<file path="src/rtl/hazard_scoreboard_pkg.sv">
// Shared encodings for the ID-stage hazard scoreboard: RV32 opcodes, the MUL/DIV funct7
// value, and the producer class recorded for each in-flight register write.
package hazard_scoreboard_pkg;

    localparam logic [6:0] OP_LUI        = 7'b0110111;
    localparam logic [6:0] OP_AUIPC      = 7'b0010111;
    localparam logic [6:0] OP_JAL        = 7'b1101111;
    localparam logic [6:0] OP_JALR       = 7'b1100111;
    localparam logic [6:0] OP_BRANCH     = 7'b1100011;
    localparam logic [6:0] OP_LOAD       = 7'b0000011;
    localparam logic [6:0] OP_STORE      = 7'b0100011;
    localparam logic [6:0] OP_ARITH_IMM  = 7'b0010011;
    localparam logic [6:0] OP_ARITH      = 7'b0110011;
    localparam logic [6:0] OP_SYSTEM     = 7'b1110011;

    localparam logic [6:0] FUNCT7_MULDIV = 7'b0000001;

    typedef enum logic [1:0] {
        CLS_ALU  = 2'd0,
        CLS_LOAD = 2'd1,
        CLS_MUL  = 2'd2
    } src_cls_e;

endpackage

</file>
<file path="src/rtl/hazard_scoreboard_if.sv">
// ID-stage hazard bundle: instruction/issue/pipeline-control inputs toward the scoreboard
// and the stall outputs back to the ID stage.
interface hazard_scoreboard_if #(
    parameter int STAT_W = 32
);
    logic [31:0]       IF_ID_inst;
    logic              is_ecall;
    logic              id_issue;
    logic [4:0]        id_rd;
    logic              id_reg_write;
    logic              id_mem_read;
    logic              pipe_freeze;
    logic              ex_flush;
    logic              is_hazard;
    logic              hazard_rs1;
    logic              hazard_rs2;
    logic              hazard_ecall;
    logic [STAT_W-1:0] stall_cnt;

    modport master (
        output IF_ID_inst, is_ecall, id_issue, id_rd, id_reg_write, id_mem_read,
               pipe_freeze, ex_flush,
        input  is_hazard, hazard_rs1, hazard_rs2, hazard_ecall, stall_cnt
    );

    modport slave (
        input  IF_ID_inst, is_ecall, id_issue, id_rd, id_reg_write, id_mem_read,
               pipe_freeze, ex_flush,
        output is_hazard, hazard_rs1, hazard_rs2, hazard_ecall, stall_cnt
    );

endinterface

</file>
<file path="src/rtl/hazard_src_decode.sv">
// Source-operand decode for the ID instruction: which of rs1/rs2 are read, and whether the
// instruction is a multiply-class producer.
module hazard_src_decode
    import hazard_scoreboard_pkg::*;
#(
    parameter int MUL_EN = 0
) (
    input  logic [31:0] inst,
    output logic [4:0]  rs1,
    output logic [4:0]  rs2,
    output logic        use_rs1,
    output logic        use_rs2,
    output logic        is_mul
);

    logic [6:0] opcode;
    logic [6:0] funct7;
    logic       rd_rs1;
    logic       rd_rs2;
    logic       unused_bits;

    assign opcode      = inst[6:0];
    assign funct7      = inst[31:25];
    assign rs1         = inst[19:15];
    assign rs2         = inst[24:20];
    assign unused_bits = ^inst[14:7];

    always_comb begin
        rd_rs1 = 1'b0;
        rd_rs2 = 1'b0;
        case (opcode)
            OP_ARITH, OP_STORE, OP_BRANCH: begin
                rd_rs1 = 1'b1;
                rd_rs2 = 1'b1;
            end
            OP_ARITH_IMM, OP_LOAD, OP_JALR: rd_rs1 = 1'b1;
            default: ;
        endcase
    end

    // x0 reads are constant and can never wait on a producer.
    assign use_rs1 = rd_rs1 && (rs1 != 5'd0);
    assign use_rs2 = rd_rs2 && (rs2 != 5'd0);
    assign is_mul  = (MUL_EN != 0) && (opcode == OP_ARITH) && (funct7 == FUNCT7_MULDIV);

endmodule

</file>
<file path="src/rtl/hazard_scoreboard.sv">
// Per-register countdown scoreboard that stalls ID until each source operand is readable,
// either through forwarding (class-dependent threshold) or from the register file.
module hazard_scoreboard
    import hazard_scoreboard_pkg::*;
#(
    parameter int FWD_EN     = 1,
    parameter int WB_STALL   = 2,
    parameter int LOAD_STALL = 1,
    parameter int MUL_EN     = 0,
    parameter int MUL_STALL  = 2,
    parameter int STAT_W     = 32
) (
    input  logic                clk,
    input  logic                reset,
    hazard_scoreboard_if.slave  hz
);

    localparam int              CNT_W    = (WB_STALL < 1) ? 1 : $clog2(WB_STALL + 1);
    localparam logic [CNT_W-1:0] CNT_ONE  = CNT_W'(1);
    localparam logic [CNT_W-1:0] CNT_FULL = CNT_W'(WB_STALL);

    logic [4:0] rs1;
    logic [4:0] rs2;
    logic       use_rs1;
    logic       use_rs2;
    logic       is_mul;

    logic [CNT_W-1:0]  cnt_q [32];
    logic [CNT_W-1:0]  cnt_d [32];
    src_cls_e          cls_q [32];
    src_cls_e          cls_d [32];
    logic              ex_v_q, ex_v_d;
    logic [4:0]        ex_rd_q, ex_rd_d;
    logic [STAT_W-1:0] stall_cnt_q, stall_cnt_d;

    logic haz_rs1_raw;
    logic haz_rs2_raw;
    logic haz_ecall_raw;
    logic haz_any_raw;

    hazard_src_decode #(
        .MUL_EN (MUL_EN)
    ) u_src_decode (
        .inst    (hz.IF_ID_inst),
        .rs1     (rs1),
        .rs2     (rs2),
        .use_rs1 (use_rs1),
        .use_rs2 (use_rs2),
        .is_mul  (is_mul)
    );

    function automatic int settle_of(input src_cls_e c);
        case (c)
            CLS_LOAD: return LOAD_STALL;
            CLS_MUL:  return MUL_STALL;
            default:  return 0;
        endcase
    endfunction

    // With forwarding, a producer becomes usable once its count drops to the class threshold.
    function automatic logic not_ready(input logic [CNT_W-1:0] c, input src_cls_e k);
        if (FWD_EN == 0)
            return c != '0;
        return int'(c) > (WB_STALL - settle_of(k));
    endfunction

    assign haz_rs1_raw   = use_rs1 && not_ready(cnt_q[rs1], cls_q[rs1]);
    assign haz_rs2_raw   = use_rs2 && not_ready(cnt_q[rs2], cls_q[rs2]);
    assign haz_ecall_raw = hz.is_ecall && (cnt_q[17] != '0);
    assign haz_any_raw   = haz_rs1_raw || haz_rs2_raw || haz_ecall_raw;

    assign hz.hazard_rs1   = haz_rs1_raw && !reset;
    assign hz.hazard_rs2   = haz_rs2_raw && !reset;
    assign hz.hazard_ecall = haz_ecall_raw && !reset;
    assign hz.is_hazard    = haz_any_raw && !reset;
    assign hz.stall_cnt    = stall_cnt_q;

    always_comb begin
        cnt_d       = cnt_q;
        cls_d       = cls_q;
        ex_v_d      = ex_v_q;
        ex_rd_d     = ex_rd_q;
        stall_cnt_d = stall_cnt_q;
        if (!hz.pipe_freeze) begin
            if (haz_any_raw)
                stall_cnt_d = stall_cnt_q + STAT_W'(1);
            for (int i = 1; i < 32; i++) begin
                if (cnt_q[i] != '0)
                    cnt_d[i] = cnt_q[i] - CNT_ONE;
            end
            // A squashed EX instruction never writes back, and the ID instruction may not enter EX.
            if (hz.ex_flush && ex_v_q) begin
                cnt_d[ex_rd_q] = '0;
                ex_v_d         = 1'b0;
            end else if (hz.id_issue) begin
                if (hz.id_reg_write && (hz.id_rd != 5'd0)) begin
                    cnt_d[hz.id_rd] = CNT_FULL;
                    cls_d[hz.id_rd] = hz.id_mem_read ? CLS_LOAD :
                                      is_mul         ? CLS_MUL  : CLS_ALU;
                    ex_v_d          = 1'b1;
                    ex_rd_d         = hz.id_rd;
                end else begin
                    ex_v_d = 1'b0;
                end
            end
        end
    end

    always_ff @(posedge clk or posedge reset) begin
        if (reset) begin
            for (int i = 0; i < 32; i++) begin
                cnt_q[i] <= '0;
                cls_q[i] <= CLS_ALU;
            end
            ex_v_q      <= 1'b0;
            ex_rd_q     <= 5'd0;
            stall_cnt_q <= '0;
        end else begin
            cnt_q       <= cnt_d;
            cls_q       <= cls_d;
            ex_v_q      <= ex_v_d;
            ex_rd_q     <= ex_rd_d;
            stall_cnt_q <= stall_cnt_d;
        end
    end

endmodule
</file>
<file path="src/flat_wrapper.sv">
// flat-port wrapper written by rule: the top's interface ports become plain ports
module hazard_scoreboard_flat import hazard_scoreboard_pkg::*;
#(
    parameter int FWD_EN     = 1,
    parameter int WB_STALL   = 2,
    parameter int LOAD_STALL = 1,
    parameter int MUL_EN     = 0,
    parameter int MUL_STALL  = 2,
    parameter int STAT_W     = 32
)
  (clk, reset, hz_IF_ID_inst, hz_is_ecall, hz_id_issue, hz_id_rd, hz_id_reg_write, hz_id_mem_read, hz_pipe_freeze, hz_ex_flush, hz_is_hazard, hz_hazard_rs1, hz_hazard_rs2, hz_hazard_ecall, hz_stall_cnt);
  hazard_scoreboard_if #(.STAT_W(STAT_W)) hz_i ();
  input  logic clk;
  input  logic reset;
  input wire logic [$bits(hz_i.IF_ID_inst)-1:0] hz_IF_ID_inst;
  input wire logic [$bits(hz_i.is_ecall)-1:0] hz_is_ecall;
  input wire logic [$bits(hz_i.id_issue)-1:0] hz_id_issue;
  input wire logic [$bits(hz_i.id_rd)-1:0] hz_id_rd;
  input wire logic [$bits(hz_i.id_reg_write)-1:0] hz_id_reg_write;
  input wire logic [$bits(hz_i.id_mem_read)-1:0] hz_id_mem_read;
  input wire logic [$bits(hz_i.pipe_freeze)-1:0] hz_pipe_freeze;
  input wire logic [$bits(hz_i.ex_flush)-1:0] hz_ex_flush;
  output wire logic [$bits(hz_i.is_hazard)-1:0] hz_is_hazard;
  output wire logic [$bits(hz_i.hazard_rs1)-1:0] hz_hazard_rs1;
  output wire logic [$bits(hz_i.hazard_rs2)-1:0] hz_hazard_rs2;
  output wire logic [$bits(hz_i.hazard_ecall)-1:0] hz_hazard_ecall;
  output wire logic [$bits(hz_i.stall_cnt)-1:0] hz_stall_cnt;
  assign hz_i.IF_ID_inst = hz_IF_ID_inst;
  assign hz_i.is_ecall = hz_is_ecall;
  assign hz_i.id_issue = hz_id_issue;
  assign hz_i.id_rd = hz_id_rd;
  assign hz_i.id_reg_write = hz_id_reg_write;
  assign hz_i.id_mem_read = hz_id_mem_read;
  assign hz_i.pipe_freeze = hz_pipe_freeze;
  assign hz_i.ex_flush = hz_ex_flush;
  assign hz_is_hazard = hz_i.is_hazard;
  assign hz_hazard_rs1 = hz_i.hazard_rs1;
  assign hz_hazard_rs2 = hz_i.hazard_rs2;
  assign hz_hazard_ecall = hz_i.hazard_ecall;
  assign hz_stall_cnt = hz_i.stall_cnt;
  hazard_scoreboard #(.FWD_EN(FWD_EN), .WB_STALL(WB_STALL), .LOAD_STALL(LOAD_STALL), .MUL_EN(MUL_EN), .MUL_STALL(MUL_STALL), .STAT_W(STAT_W)) u_core (.clk(clk), .reset(reset), .hz(hz_i));
endmodule
</file>
<file path="config.mk">
export PLATFORM = sky130hd
export DESIGN_NAME = hazard_scoreboard_flat
export DESIGN_NICKNAME = d
export VERILOG_FILES = /design/src/rtl/hazard_scoreboard_pkg.sv /design/src/rtl/hazard_scoreboard_if.sv /design/src/rtl/hazard_src_decode.sv /design/src/rtl/hazard_scoreboard.sv /design/src/flat_wrapper.sv
export SDC_FILE = /design/constraint.sdc
export NUM_CORES = 1
export LEC_CHECK = 0
export ABC_AREA = 1
export CAP_MARGIN = 30
export CORE_ASPECT_RATIO = 1.25
export CORE_MARGIN = 1.5
export CORE_UTILIZATION = 25
export DETAILED_ROUTE_END_ITERATION = 16
export SLEW_MARGIN = 20
export SYNTH_ARGS = -nofsm -noshare
export SYNTH_HDL_FRONTEND = slang
export SYNTH_HIERARCHICAL = 1
export SYNTH_SLANG_ARGS = --single-unit
</file>
<file path="constraint.sdc">
create_clock -name clk -period 19.2 [get_ports clk]
set_input_delay 5.76 -clock clk [delete_from_list [all_inputs] [get_ports clk]]
set_output_delay 5.76 -clock clk [all_outputs]
set_load 0.005 [all_outputs]
</file>
# Word-level counts from Yosys, hierarchy flattened
# Cells that the tools add are included.
# op_classes
add_sub_neg,34
n_lt_le_gt_ge,8
eq_ne,10
n_mux,90
n_bitwise,11
reduce_logical,58
# ops
cell,count
$mux 64,3
$mux 2,72
$reduce_bool 2->1,33
$and 64x64->64,1
$bwmux 64,1
$gt 3x32->1,2
$not 64->64,1
$sub 2x1->2 const B,31
$bmux 2 s5,4
$add 32x1->32 const B,1
$and 32x32->32,1
$not 32->32,1
$or 32x32->32,1
$ge 6x6->1 const B,4
$not 5->6,4
$demux 2 s5,2
$reduce_bool 5->1,3
$eq 7x6->1 const B,2
$eq 7x7->1 const B,2
$logic_and 1x1->1,13
$lt 6x1->1 const B,2
$pmux 2 s2,2
$eq 7x2->1 const B,1
$eq 7x5->1 const B,1
other kinds (12),23
# word_totals
ff_bits,166
in_bits,45
out_inout_bits,36
elab_cells,278

# Longest topological paths before layout
# depth
depth_word,12
mapped_depth,23
ltp_nobuf,20

# By module
# Netlist, hierarchy kept.
# by_module_without_submodules
module,n_inst,cells_per_inst,area_each_um2
hazard_scoreboard,1,1741,11031.8
hazard_src_decode,1,39,192.7

# Worst setup path before layout
# Ideal clock, no wire load.
# synth_path
path_type,in2out
startpoint,in reset
endpoint,out hz_is_hazard
t_arrival_ns,9.473
setup_slack_ns,3.967
path_stages,3
path_cell_list,inv_1 > nand2_1 > inv_1
# synth_via
elab_chain_len,2
# synth_rtl
element,line_no,source
from (decl),flat_wrapper.sv:14,input logic reset;
$logic_not 1->1,hazard_scoreboard.sv:75,assign hz.is_hazard = haz_any_raw && !reset;
$logic_and 1x1->1,hazard_scoreboard.sv:75,
to (decl),flat_wrapper.sv:23,output wire logic [$bits(hz_i.is_hazard)-1:0] hz_is_hazard;
# No other way between the ends.

# Worst setup path after layout
# layout_path
startpoint,in hz_IF_ID_inst[15]
endpoint,out hz_is_hazard
# layout_via
elab_chain_len,12
elab_cells_between_ends,18
# layout_rtl
element,line_no,source
from (decl),flat_wrapper.sv:15,input wire logic [$bits(hz_i.IF_ID_inst)-1:0] hz_IF_ID_inst;
$not 5->6 (implied by the code),hazard_scoreboard.sv:67,"assign haz_rs1_raw = use_rs1 && not_ready(cnt_q[rs1], cls_q[rs1]);"
$bmux 2 s5,hazard_scoreboard.sv:67,
$mux 2 (implied by the code) (2 in series),hazard_scoreboard.sv:67,
$eq 2x2->1 / $eq 2x1->1 (equally long branches),hazard_scoreboard.sv:53,case (c)
$pmux 2 s2,hazard_scoreboard.sv:53,
$sub 2x2->3,hazard_scoreboard.sv:64,return int'(c) > (WB_STALL - settle_of(k));
$gt 3x32->1,hazard_scoreboard.sv:64,
$logic_and 1x1->1 *,hazard_scoreboard.sv:67,
$logic_or 1x1->1 * (2 in series),hazard_scoreboard.sv:70,assign haz_any_raw = haz_rs1_raw || haz_rs2_raw || haz_ecall_raw;
$logic_and 1x1->1 *,hazard_scoreboard.sv:75,
# Mark *: on every way between the ends. The rest lies on a longest branch, timed or not. The select of a mux whose other input is x is not followed.

==> results.ini <==
[sta]
fin_crit_ns=15.80
setup_slack_ns=3.40
tns_ns=0
relSlewSlack_pct=-95.6
clock-skew-final_ns=0.0217
finalCritPeriodShare_pct=82.3
drv_slew=32
worstMarginPinSlew_ns=2.92
rsz0062_at_grt=no
clock.fmax_mhz=63.3
holdWs_ns=0.407
setup_viol=0
hold_violations=0

[cts]
h-tree-depth=4
post_cts_buffers=0
cts_resized=0
clk_pin_slew_ns=0.08
numCtsBuffers=17
numClockSinks=166
ctsLongestPathBuffers=2
holdBufCountCts=0
insertion_delay_ns=0.45
tritoncts=done
cts_root_buffer=clkbuf_16

[detailed_routing]
routed_via_density=4.96
num_vias=11800
drcViolationCount=0
wire_per_inst_um=16.4
first_pass_iters=6
wl_um=38900
antenna_left=0
drtIter0Drc=1322

[place]
place_inst=2342
hpwl_um=25700
place_worst_setup_slack_ns=3.46
finalWeightedCongestion=0.928
portBuffers=65

[global_routing]
grt_usage_pct=17.1
overflow=0
grt_pass1_vias=11200
grt_pass1_wl_um=61100
antenna_found_initial=0
grt_max_degree=92

[setup_path]
required_ns=13.44
startpoint_type=input pin
crit_type=in2out
crit_arrival_ns=10.04
end_kind=output pin
crit_fanout=66

[synthesis]
yosysSeqAreaShare_pct=37.0
synth-async-reset-ratio_pct=100
synth_cell_types=32
synth_edf_count=0
yosys_warnings=6
syn_area_um2=11200
synth_fp_nets=1834
ys_seq_elements=166
avgSynthCellArea_um2=6.31
synth_ff_type=dfrtp_1
syn_inst=1780

[floorplan]
coreArea_um2=44200
start_util_pct=25.4
dieHeight_um=240
die_area_um2=46200
dieWidth_um=193
io_pins=81
fp-row-count=86

[finish]
regArea_um2=4150
area_growth_pct=14.6
final_nets=1844
final_cells=2375
multi_input_area_um2=6100
drive_gt1_share_pct=4.22
nFillCells=4810
diodes=0

[power]
power.total_uw=867
pwr_density_cell_nw_per_um2=67.4
ir_drop_mv=0.0555
leakagePower_nw=5.83

[flow_run]
drv_cap=0

[min_path]
min_path_type=reg2reg

[status]
outcome=complete, but fails checks
violations=slew limit

[logic make-up after synthesis]
| logic type | count (synthesis) | synth area share [%] |
|---|---|---|
| flops | 166 | 37.0 |
| simple gates | 1246 | 46.4 |
| xor+xnor | 15 | 1.17 |
| buf+inv | 224 | 8.67 |
| other cells | 1 | 0.0334 |
| compound gates | 119 | 5.68 |
| fa+ha+maj | 9 | 1.00 |
[synthesized netlist by cell type, types with 17 or more instances]
| library cell | instances | area (µm²) |
|---|---|---|
| a21oi_1 | 27 | 135 |
| buf_2 | 31 | 155 |
| clkbuf_1 | 33 | 124 |
| dfrtp_1 | 166 | 4150 |
| inv_1 | 129 | 484 |
| nand2_1 | 817 | 3070 |
| nand3_1 | 227 | 1140 |
| nand3b_1 | 17 | 128 |
| nand4_1 | 24 | 150 |
| nor2_1 | 130 | 488 |
| o21ai_0 | 59 | 295 |
| o22ai_1 | 25 | 156 |
[layer usage]
| metal | track usage, % | routed length (µm) |
|---|---|---|
| met5 | 0 | 0 |
| met4 | 9.63 | 2050 |
| met3 | 2.86 | 2730 |
| met2 | 29.1 | 18800 |
| met1 | 20.3 | 15300 |
[metrics by stage]
stage / utilization [%] / instance area [µm²]
floorplan: - / 11200
global placement: 27.6 / 12200
detailed placement: 27.7 / 12300
CTS: 29.0 / 12800
global route: 29.1 / 12900
finish: 29.1 / 12900
[state kept, by name, summed over array words and instances (netlist names)]
| register | count |
|---|---|
| u_core/cnt_q | 64 |
| u_core/hz.stall_cnt | 32 |
| u_core/ex_rd_q | 5 |
| u_core/cls_q | 64 |
| u_core/ex_v_q | 1 |
[area by class of cell]
cell class,count,area share [%]
multi-input cells,1390,47.5
clock buffers,17,3.31
inverters,133,3.92
well taps,572,5.57
clock inverters,15,1.17
flip-flops and latches,166,32.3
repair buffers,82,6.28
[worst max-delay path, cell delays in order]
cell and delay, ns:
buf_2 0.08, buf_4 0.65, inv_2 0.50, buf_4 0.42, nand2_1 0.12, nand3_1 0.10
nand3_1 0.13, nand2_1 0.11, nand2_1 0.09, nand2_1 0.07, nand2_1 0.05, nand2_1 0.07
ha_1 0.27, inv_1 0.04, ha_1 0.29, nand2_1 0.05, nand3b_1 0.13, nand3_1 0.14
nand3_1 0.24, nand2_1 0.08, inv_1 0.07, clkdlybuf4s50_1 0.49
[report_power, final]
part           total, mW  switching [mW]  internal (mW)
Combinational      0.138          0.0967         0.0412
Clock              0.348           0.174          0.174
Sequential         0.381          0.0173          0.363
Total              0.867           0.288          0.579
[placed cells by master, fill, tap and decap left out, types with 2 or more instances in the layout]
master,netlist,routed
clkdlybuf4s50_1,0,62
buf_16,0,2
nor2_2,2,2
nand3b_1,17,17
xor2_1,10,10
inv_2,4,4
o21ai_1,4,4
nor2_1,130,130
buf_4,15,14
nand2_2,2,2
clkinvlp_4,0,2
o21ai_0,59,59
xnor2_1,5,5
ha_1,9,9
inv_1,129,128
buf_2,31,3
nor2_4,6,6
dfrtp_1,166,166
or2_2,2,2
nand4_1,24,24
nor3_1,13,13
nand3_1,227,227
nor3_2,3,2
inv_6,0,5
nand2_1,817,817
o22ai_1,25,25
a21oi_1,27,27
inv_8,0,7
o211ai_1,3,3
clkbuf_16,0,17
[path summary, 6_finish.rpt]
kind | start | to | slack [ns] | cells past startpoint
setup / recovery | hz_IF_ID_inst[15] | hz_is_hazard | 3.40 | 22
setup reg to reg | u_core/cls_q[29]$_DFFE_PP0P_ | u_core/hz.stall_cnt[3]$_DFFE_PP0P_ | 15.52 | 19
min in group asynchronous | reset | u_core/cls_q[16]$_DFFE_PP0P_ | 5.96 | 2
max in group asynchronous | reset | u_core/cls_q[45]$_DFFE_PP0P_ | 12.00 | 4
hold / removal | u_core/cls_q[62]$_DFFE_PP0P_ | u_core/cls_q[62]$_DFFE_PP0P_ | 0.41 | 0
hold reg to reg | u_core/cls_q[62]$_DFFE_PP0P_ | u_core/cls_q[62]$_DFFE_PP0P_ | 0.41 | 0
(Power assumes the default switching activity.)
